`config.mk`:
```
export PLATFORM = sky130hd
export DESIGN_NAME = aes_inv_mix_column_seq
export DESIGN_NICKNAME = d
export VERILOG_FILES = /design/src/rtl/aes_inv_mix_column_seq.sv
export SDC_FILE = /design/constraint.sdc
export NUM_CORES = 1
export LEC_CHECK = 0
export BUFFER_PORTS_ARGS = -buffer_cell sky130_fd_sc_hd__buf_2
export CAP_MARGIN = 30
export CORE_AREA = 5 5 138 140
export DETAILED_ROUTE_END_ITERATION = 6
export DIE_AREA = 0 0 143 145
export GPL_TIMING_DRIVEN = 0
export HOLD_SLACK_MARGIN = 0.06
export PLACE_DENSITY = 0.77
export SLEW_MARGIN = 0
export SYNTH_ARGS = -nofsm -noshare
export SYNTH_HDL_FRONTEND = slang
export SYNTH_SLANG_ARGS = --single-unit
```
`constraint.sdc`:
```
create_clock -name clk -period 3.4 [get_ports clk]
set_input_delay 0.17 -clock clk [delete_from_list [all_inputs] [get_ports clk]]
set_output_delay 0.17 -clock clk [all_outputs]
set_load 0.005 [all_outputs]
```
`src/rtl/aes_inv_mix_column_seq.sv`:
```
`default_nettype none
// ============================================================================
// Module   : aes_inv_mix_column_seq
// Brief    : Iterative AES InvMixColumns, COLS_PER_CYCLE columns per cycle,
//            valid/ready on both sides.
// Revision : 1.0 - initial release
// ============================================================================
module aes_inv_mix_column_seq #(
    parameter int COLS_PER_CYCLE = 1
) (
    input  logic         clk,
    input  logic         rst_n,
    input  logic         in_valid,
    output logic         in_ready,
    input  logic [127:0] in_block,
    output logic         out_valid,
    input  logic         out_ready,
    output logic [127:0] out_block
);

    // col_cnt is 2 bits, so a step of 4 wraps to 0 and the only group is 0
    localparam logic [1:0] c_step     = 2'(COLS_PER_CYCLE);
    localparam logic [1:0] c_last_grp = 2'(4 - COLS_PER_CYCLE);

    if (!(COLS_PER_CYCLE == 1 || COLS_PER_CYCLE == 2 || COLS_PER_CYCLE == 4)) begin : g_bad_param
        $error("aes_inv_mix_column_seq: COLS_PER_CYCLE must be 1, 2 or 4");
    end

    typedef enum logic [1:0] {
        ST_IDLE = 2'd0,
        ST_BUSY = 2'd1,
        ST_DONE = 2'd2
    } state_t;

    state_t      r_state;
    logic [1:0]  r_col_cnt;
    logic        r_in_ready;
    logic        r_out_valid;
    logic [31:0] r_work     [4];
    logic [31:0] w_work_nxt [4];
    logic [31:0] w_col_out  [COLS_PER_CYCLE];
    logic [1:0]  w_col_idx  [COLS_PER_CYCLE];

    function automatic logic [7:0] xtime(input logic [7:0] a);
        return {a[6:0], 1'b0} ^ (a[7] ? 8'h1b : 8'h00);
    endfunction

    // Multiples 9, b, d, e built from the shared 2x/4x/8x chain of each byte
    function automatic logic [31:0] inv_mix_col(input logic [31:0] col);
        logic [7:0] a  [4];
        logic [7:0] m9 [4];
        logic [7:0] mb [4];
        logic [7:0] md [4];
        logic [7:0] me [4];
        logic [7:0] x2, x4, x8;
        for (int i = 0; i < 4; i++) begin
            a[i]  = col[31-8*i -: 8];
            x2    = xtime(a[i]);
            x4    = xtime(x2);
            x8    = xtime(x4);
            m9[i] = x8 ^ a[i];
            mb[i] = x8 ^ x2 ^ a[i];
            md[i] = x8 ^ x4 ^ a[i];
            me[i] = x8 ^ x4 ^ x2;
        end
        return {me[0] ^ mb[1] ^ md[2] ^ m9[3],
                m9[0] ^ me[1] ^ mb[2] ^ md[3],
                md[0] ^ m9[1] ^ me[2] ^ mb[3],
                mb[0] ^ md[1] ^ m9[2] ^ me[3]};
    endfunction

    for (genvar k = 0; k < COLS_PER_CYCLE; k++) begin : g_col
        assign w_col_idx[k] = r_col_cnt + 2'(k);
        assign w_col_out[k] = inv_mix_col(r_work[w_col_idx[k]]);
    end

    always_comb begin
        for (int c = 0; c < 4; c++) begin
            w_work_nxt[c] = r_work[c];
        end
        for (int k = 0; k < COLS_PER_CYCLE; k++) begin
            w_work_nxt[w_col_idx[k]] = w_col_out[k];
        end
    end

    always_ff @(posedge clk or negedge rst_n) begin
        if (!rst_n) begin
            r_state     <= ST_IDLE;
            r_col_cnt   <= 2'd0;
            r_in_ready  <= 1'b1;
            r_out_valid <= 1'b0;
            for (int c = 0; c < 4; c++) begin
                r_work[c] <= 32'h0;
            end
        end else begin
            case (r_state)
                ST_IDLE: begin
                    if (in_valid) begin
                        r_work[0]  <= in_block[127:96];
                        r_work[1]  <= in_block[95:64];
                        r_work[2]  <= in_block[63:32];
                        r_work[3]  <= in_block[31:0];
                        r_col_cnt  <= 2'd0;
                        r_in_ready <= 1'b0;
                        r_state    <= ST_BUSY;
                    end
                end
                ST_BUSY: begin
                    for (int c = 0; c < 4; c++) begin
                        r_work[c] <= w_work_nxt[c];
                    end
                    r_col_cnt <= r_col_cnt + c_step;
                    if (r_col_cnt == c_last_grp) begin
                        r_out_valid <= 1'b1;
                        r_state     <= ST_DONE;
                    end
                end
                ST_DONE: begin
                    if (out_ready) begin
                        r_out_valid <= 1'b0;
                        r_in_ready  <= 1'b1;
                        r_state     <= ST_IDLE;
                    end
                end
                default: begin
                    r_out_valid <= 1'b0;
                    r_in_ready  <= 1'b1;
                    r_state     <= ST_IDLE;
                end
            endcase
        end
    end

    assign in_ready  = r_in_ready;
    assign out_valid = r_out_valid;
    assign out_block = {r_work[0], r_work[1], r_work[2], r_work[3]};

endmodule
`default_nettype wire
```
==> results.md <==
- In the global route stage, met3 resource usage came out at 7.404%.
- The met1 track demand over resource in global routing is 48.69%.
- The slew of the pin with the lowest slew margin is 1103 ps.
- Measured along the x axis, the die boundary spans 143 µm.
- The count of final max-slew check failures was 0.
- The arrival time reported for the critical path endpoint is 3700 ps.
- Counting tap cells, the placed design contains a total of 1,343 instances.
- Entering global routing, the biggest net connects 92 pins.
- The area growth from synthesis to layout is 42.40%.
- After global routing the overflow that remains totals 0.
- Subtracting the final worst setup slack from the clock period gives 3422 ps.
- The critical path start-end classification is flip-flop to flip-flop.
- Once detailed placement completed, the half-perimeter wirelength came to 27,440 µm.
- The clock tree from TritonCTS is yes.
- The count of port buffers added during placement is 261.
- The post-route netlist has 36.75% of its cells at a drive strength greater than 1.
- The depth of the most critical reg-to-reg path is 10.
- After floorplanning, the core was sized to cover 0.01772 mm².
- Summing over every cut layer, the via total after detailed routing is 9,234.
- The run finished, with violations left.
- The final reports fail on setup timing.
- STA classifies the critical path startpoint as a flip-flop.
- The number of buffers and inverters on the critical path is 3.
- Sorting the synthesized cells by area gives the leading types as sky130_fd_sc_hd__dfrtp_1 (37%), sky130_fd_sc_hd__xnor2_1 (10%), sky130_fd_sc_hd__a2bb2oi_1 (10%).
- After detailed routing, the number of remaining DRC violations is 0.
- The cell with the most instances on the worst path is sky130_fd_sc_hd__xnor3_2.
- The destination of the worst register-to-register timing path is out_block[92]$_DFFE_PN0P_.
- The final count of negative-setup-slack endpoints is 2.
- The count of different cell masters after synthesis is 30.
- The non-filler instance count after layout is 1,478.
- The clock transition at the registers of the reported paths is 60 ps.
- The portion of synthesized area spent on multiplexers is 7.913%.
- Leaving out fill and tap cells, the most frequent cells in the layout are sky130_fd_sc_hd__buf_2 (270), sky130_fd_sc_hd__a21oi_1 (135), sky130_fd_sc_hd__dfrtp_1 (133).
- The kind of end point of the critical path is a flip-flop.
- The main combinational cell family by area after synthesis is XOR/XNOR gates.
- The synthesized area per cell is 10.70 µm².
- The critical path startpoint is r_col_cnt[1]$_DFFE_PN0P_.
- The area of the die is 0.02074 mm².
- In this run the critical register-to-register path is launched from r_col_cnt[1]$_DFFE_PN0P_.
- The final weighted congestion in routability-driven placement is 0.9843.
- The number of nets in the layout is 1,372.
- met2 is the most crowded layer.
- The largest individual stage delay along the critical path comes from the cell sky130_fd_sc_hd__xnor3_2.
- The synthesized design contains 134 register bits.
- The final layout contains routed wiring with a total length of 39,280 µm.
- Setup repair after global routing could not meet its margin everywhere.
- The leading cell type in the layout, fill and taps excluded is sky130_fd_sc_hd__buf_2.
- The number of cells produced by synthesis is 851.
- The floorplan step set the die height to 145 µm.
- The number of clock sinks is 134.
- The number of placement rows is 49.
- The mean routed wirelength per cell is 26.58 µm.
- The count of synthesis-stage warnings from yosys is 0.
- The ratio of routed vias to standard cells is 6.248.
- Dividing the final minimum period by the clock period gives 100.6%.
- Based on the critical path, the design can be clocked at up to 292.2 MHz.
- The slack of the worst reg-to-reg path is -20 ps.
- The max capacitance violation total is 0.
- The delay of the slowest cell on the worst path is 570 ps.
- The number of antenna violations at the first check in global routing is 0.
- In this run the tightest slew margin relative to its limit is 26.44%.
- Following the worst setup path forward leads to its endpoint at out_block[92]$_DFFE_PN0P_.
- Global routing used 36.94% of the available tracks.
- The startpoint identified for the worst hold timing path is in_block[57].
- The synthesized netlist devotes 24.70% of its cell area to XOR and XNOR gates.
- The boundary pin count is 262.
- The simple-gate share of the synthesized area is 6.388%.
- The worst hold path belongs to the class input port to flip-flop.
- The biggest area contributor in the post-synthesis netlist is sky130_fd_sc_hd__dfrtp_1.
- The antenna diode count is 0.
- Global routing used 58.69% of the available met2 tracks.
- The DRC marker count from the first detailed-route iteration is 1,319.
- The H-tree depth is 4.
- Summing the areas of all compound-gate instances in the mapped netlist gives 19.69% of the synthesized area.
- The part of the Yosys area used for sequential elements is 36.83%.
- The kind of cell adding the most delay to the critical path is XOR/XNOR gates.
- The critical path crosses 10 cells after its start point.
- Summing every instance area after synthesis gives 0.009107 mm².
- The critical path data required time is 3680 ps.
- Walking the worst path, the cells encountered are buf_6 -> buf_8 -> mux4_2 -> clkbuf_4 -> xor2_4 -> xnor3_2 -> xnor3_2 -> xnor2_4 -> a2bb2oi_1 -> a21oi_1.
- Once the floorplan was initialized, standard cells occupied 51.40% of the core.
- The via count of the first global-routing pass is 9,472.
- The first global-routing pass estimated 56,880 µm of wire.
- The share of Yosys cell area claimed by the top area cell type is 36.54%.
- The clock root buffer is sky130_fd_sc_hd__clkbuf_16.
- The number of CTS-inserted buffers is 17.
- The largest fanout on the critical path is 10.
- Between clock sinks in the finished design, the worst skew comes to 7.743 ps.
- The final hold violation count is 0.
- Once detail routing completed, the nets flagged for antenna violations numbered 0.
- The longest clock path from root to sink contains 2 buffers.
- The number of iterations in the first detailed-routing pass is 6.
- When the netlist entered floorplanning its net count stood at 987.
- Once routing completed, OpenROAD measured the worst setup slack at -22.02 ps.
- Clock latency on the worst-skew pair, taken at its later pin, is 430 ps.
- Fill cells in the final layout number 1,248.
- The share of synthesized cell area in full adder, half adder and majority cells is 0.5495%.
## worst min-delay path by stage
stage,to,cells after the start
floorplan,out_block[0]$_DFFE_PN0P_,0
detailed placement,out_block[103]$_DFFE_PN0P_,1
CTS,out_block[105]$_DFFE_PN0P_,3
global route,out_block[90]$_DFFE_PN0P_,3
finish,out_block[57]$_DFFE_PN0P_,3
global placement,in_ready$_DFFE_PN1P_,3
## stage by stage
step                util (%)  setup slack (ps)  setup TNS (ps)  hold slack (ps)  instance area (µm²)
floorplan                  -             383.5               0           -125.6                 9107
global placement       60.39            -389.9          -21460            426.3                10700
detailed placement     60.62            -477.7          -24910            118.6                10740
CTS                    71.39             6.406               0            60.11                12650
global route           73.19            -37.50          -365.3            63.37                12970
finish                 73.19            -22.02          -26.75            64.21                12970
## cells in the mapped netlist
| cell type | number |
|---|---|
| sky130_fd_sc_hd__a21oi_1 | 135 |
| sky130_fd_sc_hd__a22o_1 | 1 |
| sky130_fd_sc_hd__a22oi_1 | 24 |
| sky130_fd_sc_hd__a2bb2oi_1 | 104 |
| sky130_fd_sc_hd__and2_1 | 4 |
| sky130_fd_sc_hd__buf_1 | 4 |
| sky130_fd_sc_hd__buf_2 | 13 |
| sky130_fd_sc_hd__buf_4 | 7 |
| sky130_fd_sc_hd__buf_6 | 2 |
| sky130_fd_sc_hd__buf_8 | 2 |
| sky130_fd_sc_hd__clkbuf_1 | 44 |
| sky130_fd_sc_hd__dfrtp_1 | 133 |
| sky130_fd_sc_hd__dfstp_2 | 1 |
| sky130_fd_sc_hd__ha_1 | 4 |
| sky130_fd_sc_hd__inv_1 | 2 |
| sky130_fd_sc_hd__mux4_2 | 32 |
| sky130_fd_sc_hd__nand2_1 | 12 |
| sky130_fd_sc_hd__nand2b_1 | 2 |
| sky130_fd_sc_hd__nor2_1 | 130 |
| sky130_fd_sc_hd__nor2b_1 | 1 |
| sky130_fd_sc_hd__nor3_1 | 1 |
| sky130_fd_sc_hd__o21ai_0 | 2 |
| sky130_fd_sc_hd__o21bai_1 | 1 |
| sky130_fd_sc_hd__xnor2_1 | 108 |
| sky130_fd_sc_hd__xnor2_2 | 17 |
| sky130_fd_sc_hd__xnor2_4 | 5 |
| sky130_fd_sc_hd__xnor3_1 | 21 |
| sky130_fd_sc_hd__xnor3_2 | 2 |
| sky130_fd_sc_hd__xor2_1 | 34 |
| sky130_fd_sc_hd__xor3_1 | 3 |
## per-layer routing
metal  share of wire, %  routed length, µm
met5                  0                  0
met4                5.0               1954
met3                 12               4625
met2                 47              18540
met1                 36              14150
## cells by family (layout without fill, tap and decap cells)
logic type	count (synthesis)	after routing
xor+xnor	190	190
buf+inv	74	472
flops	134	134
mux	32	32
compound gates	267	267
fa+ha+maj	4	4
simple gates	150	150
## tightest hold or removal path: stages
cell                      delay [ps]
sky130_fd_sc_hd__buf_2            80
sky130_fd_sc_hd__a22oi_1          70
sky130_fd_sc_hd__a21oi_1         140
## registers in the layout, indices dropped and copies added (netlist names)
register   count
out_valid      1
out_block    128
r_col_cnt      2
r_state        2
in_ready       1
## area by class of cell
type	instances	area [µm²]	share of cell area, %
multi-input cells	643	5944	45.84
flip-flops and latches	134	3354	25.87
repair buffers	366	2328	17.95
clock buffers	20	456.7	3.521
plain buffers	72	414.1	3.193
well taps	229	286.5	2.209
clock inverters	12	176.4	1.360
inverters	2	7.507	0.05789
## what timing repair did
item | in CTS | in global routing
buffers inserted | 9 | 16
pin swaps | 13 | 13
endpoints found under the setup margin | 114 | 98
hold buffers | 78 | 0
endpoints found under the hold margin | 122 | 0
gates resized for setup | 59 | 31
Power is left out: the tool's default activity adds up to more than one toggle a clock period on the data nets, which glitch-free logic cannot reach.
